### src/rtl/if_fetch_unit.sv
// Instruction-fetch stage: owns the PC, runs the instruction SRAM req/resp handshake, feeds IF/ID.
// Optional address-error detection on misaligned PCs is enabled with `define IF_FETCH_ADEL_EN.
module if_fetch_unit #(
    parameter logic [31:0] RESET_PC  = 32'hBFC0_0000,
    parameter logic [31:0] NOP_INSTR = 32'h0000_0000
) (
    input  logic        clk,
    input  logic        rst,
    input  logic        stall,
    input  logic        BranchD,
    input  logic        Jump,
    input  logic        JumpReg,
    input  logic        EPC_sel,
    input  logic [31:0] Branch_addr,
    input  logic [31:0] Jump_addr,
    input  logic [31:0] PCSrc_reg,
    input  logic [31:0] EPC,
    output logic        inst_req,
    output logic [31:0] inst_addr,
    input  logic        inst_addr_ok,
    input  logic        inst_data_ok,
    input  logic [31:0] inst_rdata,
    output logic [31:0] instr,
    output logic [31:0] pc_plus_4,
    output logic [31:0] PCin,
    output logic        instr_valid
`ifdef IF_FETCH_ADEL_EN
    ,
    output logic        fetch_adel,
    output logic [31:0] fetch_badvaddr
`endif
);

    localparam int unsigned XLEN = 32;

    localparam logic [1:0] S_REQ    = 2'd0;
    localparam logic [1:0] S_WAIT   = 2'd1;
    localparam logic [1:0] S_HOLD   = 2'd2;
    localparam logic [1:0] S_CANCEL = 2'd3;

    logic [1:0]      state_q, state_d;
    logic [XLEN-1:0] pc_q, pc_d;
    logic [XLEN-1:0] redirect_pc_q, redirect_pc_d;
    logic [XLEN-1:0] hold_q, hold_d;
    logic            cancel_q, cancel_d;
    logic            inst_req_q, inst_req_d;
    logic [XLEN-1:0] instr_q, instr_d;
    logic [XLEN-1:0] pcin_q, pcin_d;
    logic [XLEN-1:0] pc_plus_4_q, pc_plus_4_d;
    logic            valid_q, valid_d;

    logic            redirect;
    logic [XLEN-1:0] target;
    logic            data_ok;
    logic            accepted;
    logic            deliver;
    logic [XLEN-1:0] deliver_word;

`ifdef IF_FETCH_ADEL_EN
    logic            adel_done_q, adel_done_d;
    logic            adel_q, adel_d;
    logic [XLEN-1:0] badvaddr_q, badvaddr_d;
    logic            adel_deliver;
`endif

    assign redirect = !stall && (EPC_sel || JumpReg || Jump || BranchD);
    // Responses are ignored after reset until the first new request is accepted.
    assign data_ok  = inst_data_ok && !cancel_q;
    assign accepted = (state_q == S_REQ) && inst_req_q && inst_addr_ok;

    always_comb begin
        if (EPC_sel)      target = EPC;
        else if (JumpReg) target = PCSrc_reg;
        else if (Jump)    target = Jump_addr;
        else              target = Branch_addr;
    end

    // Next-state, PC and IF/ID output logic.
    always_comb begin
        state_d       = state_q;
        pc_d          = pc_q;
        redirect_pc_d = redirect_pc_q;
        hold_d        = hold_q;
        cancel_d      = cancel_q && !accepted;
        deliver       = 1'b0;
        deliver_word  = inst_rdata;
        instr_d       = instr_q;
        pcin_d        = pcin_q;
        pc_plus_4_d   = pc_plus_4_q;
        valid_d       = valid_q;
`ifdef IF_FETCH_ADEL_EN
        adel_done_d   = adel_done_q;
        adel_d        = adel_q;
        badvaddr_d    = badvaddr_q;
        adel_deliver  = 1'b0;
`endif
        case (state_q)
            S_REQ: begin
                if (accepted) begin
                    // Request for the old PC already went out; its response must be dropped.
                    if (redirect) begin
                        redirect_pc_d = target;
                        state_d       = S_CANCEL;
                    end else begin
                        state_d = S_WAIT;
                    end
                end else if (redirect) begin
                    pc_d = target;
`ifdef IF_FETCH_ADEL_EN
                    adel_done_d = 1'b0;
`endif
                end
`ifdef IF_FETCH_ADEL_EN
                else if ((pc_q[1:0] != 2'b00) && !adel_done_q && !stall) begin
                    deliver      = 1'b1;
                    deliver_word = NOP_INSTR;
                    adel_deliver = 1'b1;
                    adel_done_d  = 1'b1;
                end
`endif
            end
            S_WAIT: begin
                if (data_ok) begin
                    if (redirect) begin
                        pc_d    = target;
                        state_d = S_REQ;
                    end else if (!stall) begin
                        deliver = 1'b1;
                        pc_d    = pc_q + 32'd4;
                        state_d = S_REQ;
                    end else begin
                        hold_d  = inst_rdata;
                        state_d = S_HOLD;
                    end
                end else if (redirect) begin
                    redirect_pc_d = target;
                    state_d       = S_CANCEL;
                end
            end
            S_HOLD: begin
                if (!stall) begin
                    state_d = S_REQ;
                    if (redirect) begin
                        pc_d = target;
                    end else begin
                        deliver      = 1'b1;
                        deliver_word = hold_q;
                        pc_d         = pc_q + 32'd4;
                    end
                end
            end
            S_CANCEL: begin
                if (redirect) redirect_pc_d = target;
                if (data_ok) begin
                    pc_d    = redirect ? target : redirect_pc_q;
                    state_d = S_REQ;
                end
            end
            default: state_d = S_REQ;
        endcase

        inst_req_d = (state_d == S_REQ);
`ifdef IF_FETCH_ADEL_EN
        inst_req_d = (state_d == S_REQ) && (pc_d[1:0] == 2'b00);
`endif

        // Outputs freeze under stall; otherwise a delivery shows for exactly one cycle.
        if (!stall) begin
            instr_d = deliver ? deliver_word : NOP_INSTR;
            valid_d = deliver;
            if (deliver) begin
                pcin_d      = pc_q;
                pc_plus_4_d = pc_q + 32'd4;
            end
`ifdef IF_FETCH_ADEL_EN
            adel_d = adel_deliver;
            if (adel_deliver) badvaddr_d = pc_q;
`endif
        end
    end

    always_ff @(posedge clk or posedge rst) begin
        if (rst) begin
            state_q       <= S_REQ;
            pc_q          <= RESET_PC;
            redirect_pc_q <= '0;
            hold_q        <= '0;
            cancel_q      <= 1'b1;
            inst_req_q    <= 1'b0;
            instr_q       <= NOP_INSTR;
            pcin_q        <= RESET_PC;
            pc_plus_4_q   <= RESET_PC + 32'd4;
            valid_q       <= 1'b0;
`ifdef IF_FETCH_ADEL_EN
            adel_done_q   <= 1'b0;
            adel_q        <= 1'b0;
            badvaddr_q    <= '0;
`endif
        end else begin
            state_q       <= state_d;
            pc_q          <= pc_d;
            redirect_pc_q <= redirect_pc_d;
            hold_q        <= hold_d;
            cancel_q      <= cancel_d;
            inst_req_q    <= inst_req_d;
            instr_q       <= instr_d;
            pcin_q        <= pcin_d;
            pc_plus_4_q   <= pc_plus_4_d;
            valid_q       <= valid_d;
`ifdef IF_FETCH_ADEL_EN
            adel_done_q   <= adel_done_d;
            adel_q        <= adel_d;
            badvaddr_q    <= badvaddr_d;
`endif
        end
    end

    assign inst_req    = inst_req_q;
    assign inst_addr   = {pc_q[XLEN-1:2], 2'b00};
    assign instr       = instr_q;
    assign PCin        = pcin_q;
    assign pc_plus_4   = pc_plus_4_q;
    assign instr_valid = valid_q;
`ifdef IF_FETCH_ADEL_EN
    assign fetch_adel     = adel_q;
    assign fetch_badvaddr = badvaddr_q;
`endif

endmodule
### config.mk
export PLATFORM = sky130hd
export DESIGN_NAME = if_fetch_unit
export DESIGN_NICKNAME = d
export VERILOG_FILES = /design/src/rtl/if_fetch_unit.sv
export SDC_FILE = /design/constraint.sdc
export NUM_CORES = 1
export LEC_CHECK = 0
export BUFFER_PORTS_ARGS = -buffer_cell sky130_fd_sc_hd__buf_2
export CORE_UTILIZATION = 54
export CTS_BUF_LIST = sky130_fd_sc_hd__clkbuf_8
export DETAILED_ROUTE_END_ITERATION = 7
export GPL_TIMING_DRIVEN = 0
export PLACE_DENSITY = 0.81
export SLEW_MARGIN = 40
export SYNTH_ARGS = -nofsm -noshare
export SYNTH_HDL_FRONTEND = slang
export SYNTH_SLANG_ARGS = --single-unit
### constraint.sdc
create_clock -name clk -period 6.2 [get_ports clk]
set_input_delay 0.31 -clock clk [delete_from_list [all_inputs] [get_ports clk]]
set_output_delay 0.31 -clock clk [all_outputs]
set_load 0.005 [all_outputs]
==> metrics.txt <==
Remaining Overflow, GRT 0; area grow syn2layout 21.9%; maximum clock path buffer count 2; max-cap violations 0; n_diodes 0; initial antenna violation count 0; Synth Cell Area 10400 um2; Main synth FF type dfrtp_1; worst-path maximum fanout 10; ys async rst share 1.00; vias in the first global route 9085; Yosys cell types 68; setup repair bufs after CTS 0; DP Worst Slack 3.36 ns; Initial Utilization 0.555; Post-Route WL 32000 um; Pins Over Slew Limit 0; FF+latch count, synth 195; Placed Area 12300 um2; DRT iter0 DRCs 897; Leak 6.32 nW; htree depth 4; total track usage 0.326; post-DP HPWL 24900 um; total CTS buffers 17; Clk Latency, worst-skew pair 0.49 ns; CTS Sinks 195; Core Util, Final 0.676; CTS clk-pin slew, worst paths 0.12 ns; clock power share 0.151; Yosys warning count 0; P_sw 2.30 mW; Combinational Power Share 0.453; hold path depth 2; Worst Hold Class in -> reg; Seq pwr share 0.396; reg2reg path depth 8; synthesized instance count 1054; sw frac 0.417; DRC Markers 0; Die H 141 um; Tightest Pin Transition 0.899 ns; Mapped Avg Cell Area 9.91 um2; first-pass GRT wire length 49100 um; finished layout cell area 12700 um2; IO buf count 294; Pre-antenna DRT Iters 5; post-route ant nets 0; internal power 3.22 mW; run status finished clean; Crit Path Class reg -> reg; min cycle time layout 2.89 ns; Setup Skew 0.0148 ns; Placer Congestion 0.918; pin count of the biggest net entering global routing 85; TritonCTS clock tree built; Ports 299; number of cell rows 50; Max Freq 347 MHz; final setup fails 0; Power Density 433 nW/um2; RSZ-0062 raised after global routing false; post-synthesis sequential area ratio 0.471; Final Hold Fails 0; CP arrival 3.31 ns; crit end category register; WP data required 6.62 ns; slack of the critical path 3.31 ns; maximum VDD drop 185 uV; wire per inst 19.4 um; DR vias 9544; DIE AREA 19900 um2; core footprint 18800 um2; fin crit share 0.465; Slew headroom 0.393; Die W 141 um; CTS resizes 0; vias per inst 5.81; root buffer cell clkbuf_8; nets@finish 1547; layout cells sized above 1 0.364; number of enable flip-flop cells after synthesis 0; CP Launch Type register
[metrics by stage]
step / setup TNS (ns) / hold slack (ns) / std cells / power, mW
finish: 0 / 0.0573 / 1644 / 5.52
global route: 0 / 0.0436 / 1644 / 5.82
CTS: 0 / 0.0474 / 1644 / 5.47
detailed placement: 0 / 0.335 / 1611 / 4.65
global placement: -229.91 / 0.449 / 1609 / 4.54
floorplan: 0 / 0.445 / 1055 / 3.69
[critical path: stages, from the launching register on]
cell	delay, ns
dfrtp_1	0.45
inv_1	0.15
ha_1	0.18
clkinv_1	0.27
o21ai_1	0.53
clkbuf_1	0.55
o311ai_0	0.38
mux2i_1	0.24
a21oi_1	0.06
[worst paths after layout]
| check | start | end | slack (ns) |
|---|---|---|---|
| max | state_q[1]$_DFF_PP0_ | pc_q[23]$_DFFE_PP1P_ | 3.31 |
| min | inst_rdata[25] | hold_q[25]$_DFFE_PP0P_ | 0.06 |
| max reg2reg | state_q[1]$_DFF_PP0_ | pc_q[23]$_DFFE_PP1P_ | 3.31 |
| min reg2reg | pc_plus_4[26]$_DFFE_PP1P_ | pc_plus_4[26]$_DFFE_PP1P_ | 0.46 |
| max in group asynchronous | rst | pc_plus_4[29]$_DFFE_PP1P_ | 5.09 |
| min in group asynchronous | rst | pc_plus_4[5]$_DFFE_PP0P_ | 0.36 |
[cells by family after synthesis]
family	synth area share
compound gates	0.168
xor+xnor	0.0151
fa+ha+maj	0.00838
buf+inv	0.0642
flops	0.471
mux	0.149
other cells	0.000359
simple gates	0.124
[area by class of cell]
class,count,area (um2)
tap,260,325
fill,1506,6100
multi-input combinational,722,4870
inverter,26,105
clock buffer,18,248
timing repair buffer,297,1540
sequential,195,4920
clock inverter,14,158
buffer,112,573
[state kept, by name, summed over array words and instances, names as in the netlist]
name	count
state_q	2
redirect_pc_q	32
instr_valid	1
pc_q	32
inst_req	1
PCin	32
pc_plus_4	30
hold_q	32
instr	32
cancel_q	1
[synthesized netlist by cell type (all sizes together), types with 6 or more instances]
master / count / area share
dfstp: 29 / 0.073
xnor2: 9 / 0.0075
nand3: 20 / 0.0096
ha: 7 / 0.0084
or3: 6 / 0.0046
inv: 24 / 0.0086
o311ai: 7 / 0.0059
a22oi: 7 / 0.0050
buf: 59 / 0.035
xor2: 9 / 0.0075
nand2: 135 / 0.049
nor3: 22 / 0.011
nor4: 6 / 0.0056
dfrtp: 166 / 0.40
o31a: 9 / 0.0075
mux2: 78 / 0.084
a21oi: 32 / 0.015
a21o: 7 / 0.0050
clkbuf: 53 / 0.020
mux2i: 68 / 0.065
a31oi: 7 / 0.0042
o21ai: 124 / 0.059
o21a: 10 / 0.0072
nor2b: 14 / 0.0084
a211oi: 33 / 0.024
nand4: 10 / 0.0066
nor2: 34 / 0.012
[cells in the final DEF, fill, tap and decap left out, drive strengths merged, types with 6 or more instances in the layout]
| cell | Yosys | layout |
|---|---|---|
| mux2 | 78 | 78 |
| buf | 59 | 355 |
| a21o | 7 | 7 |
| nor2 | 34 | 34 |
| or3 | 6 | 6 |
| a31oi | 7 | 7 |
| o21a | 10 | 10 |
| nand4 | 10 | 10 |
| inv | 24 | 33 |
| a22oi | 7 | 7 |
| clkinv | 2 | 7 |
| nor2b | 14 | 14 |
| dfrtp | 166 | 166 |
| nor4 | 6 | 6 |
| dfstp | 29 | 29 |
| a211oi | 33 | 33 |
| nand3 | 20 | 20 |
| nand2 | 135 | 135 |
| o311ai | 7 | 7 |
| nor3 | 22 | 22 |
| xor2 | 9 | 9 |
| mux2i | 68 | 68 |
| clkbuf | 53 | 71 |
| ha | 7 | 7 |
| o21ai | 124 | 124 |
| xnor2 | 9 | 9 |
| o31a | 9 | 9 |
| a21oi | 32 | 32 |
[power groups by stage]
stage	registers, mW	logic, mW	clock network [mW]
floorplan	2.10	1.59	0
global placement	2.17	2.37	0
detailed placement	2.20	2.44	0
CTS	2.17	2.46	0.839
global route	2.24	2.70	0.885
finish	2.19	2.50	0.832
[repair_timing]
item	4_1_cts	5_1_grt
hold buffers	1	0
endpoints found under the hold margin	38	0
endpoints found under the setup margin	0	0
[metal layers]
layer | vias to the layer above | routed length (um) | track usage | part of all wire
li1 | 4395 | - | - | -
met1 | 4489 | 13000 | 0.425 | 0.41
met2 | 586 | 15200 | 0.534 | 0.48
met3 | 74 | 2700 | 0.0676 | 0.084
met4 | 0 | 1080 | 0.126 | 0.034
met5 | - | 0 | 0 | 0
Power figures use the tool's default switching activity.
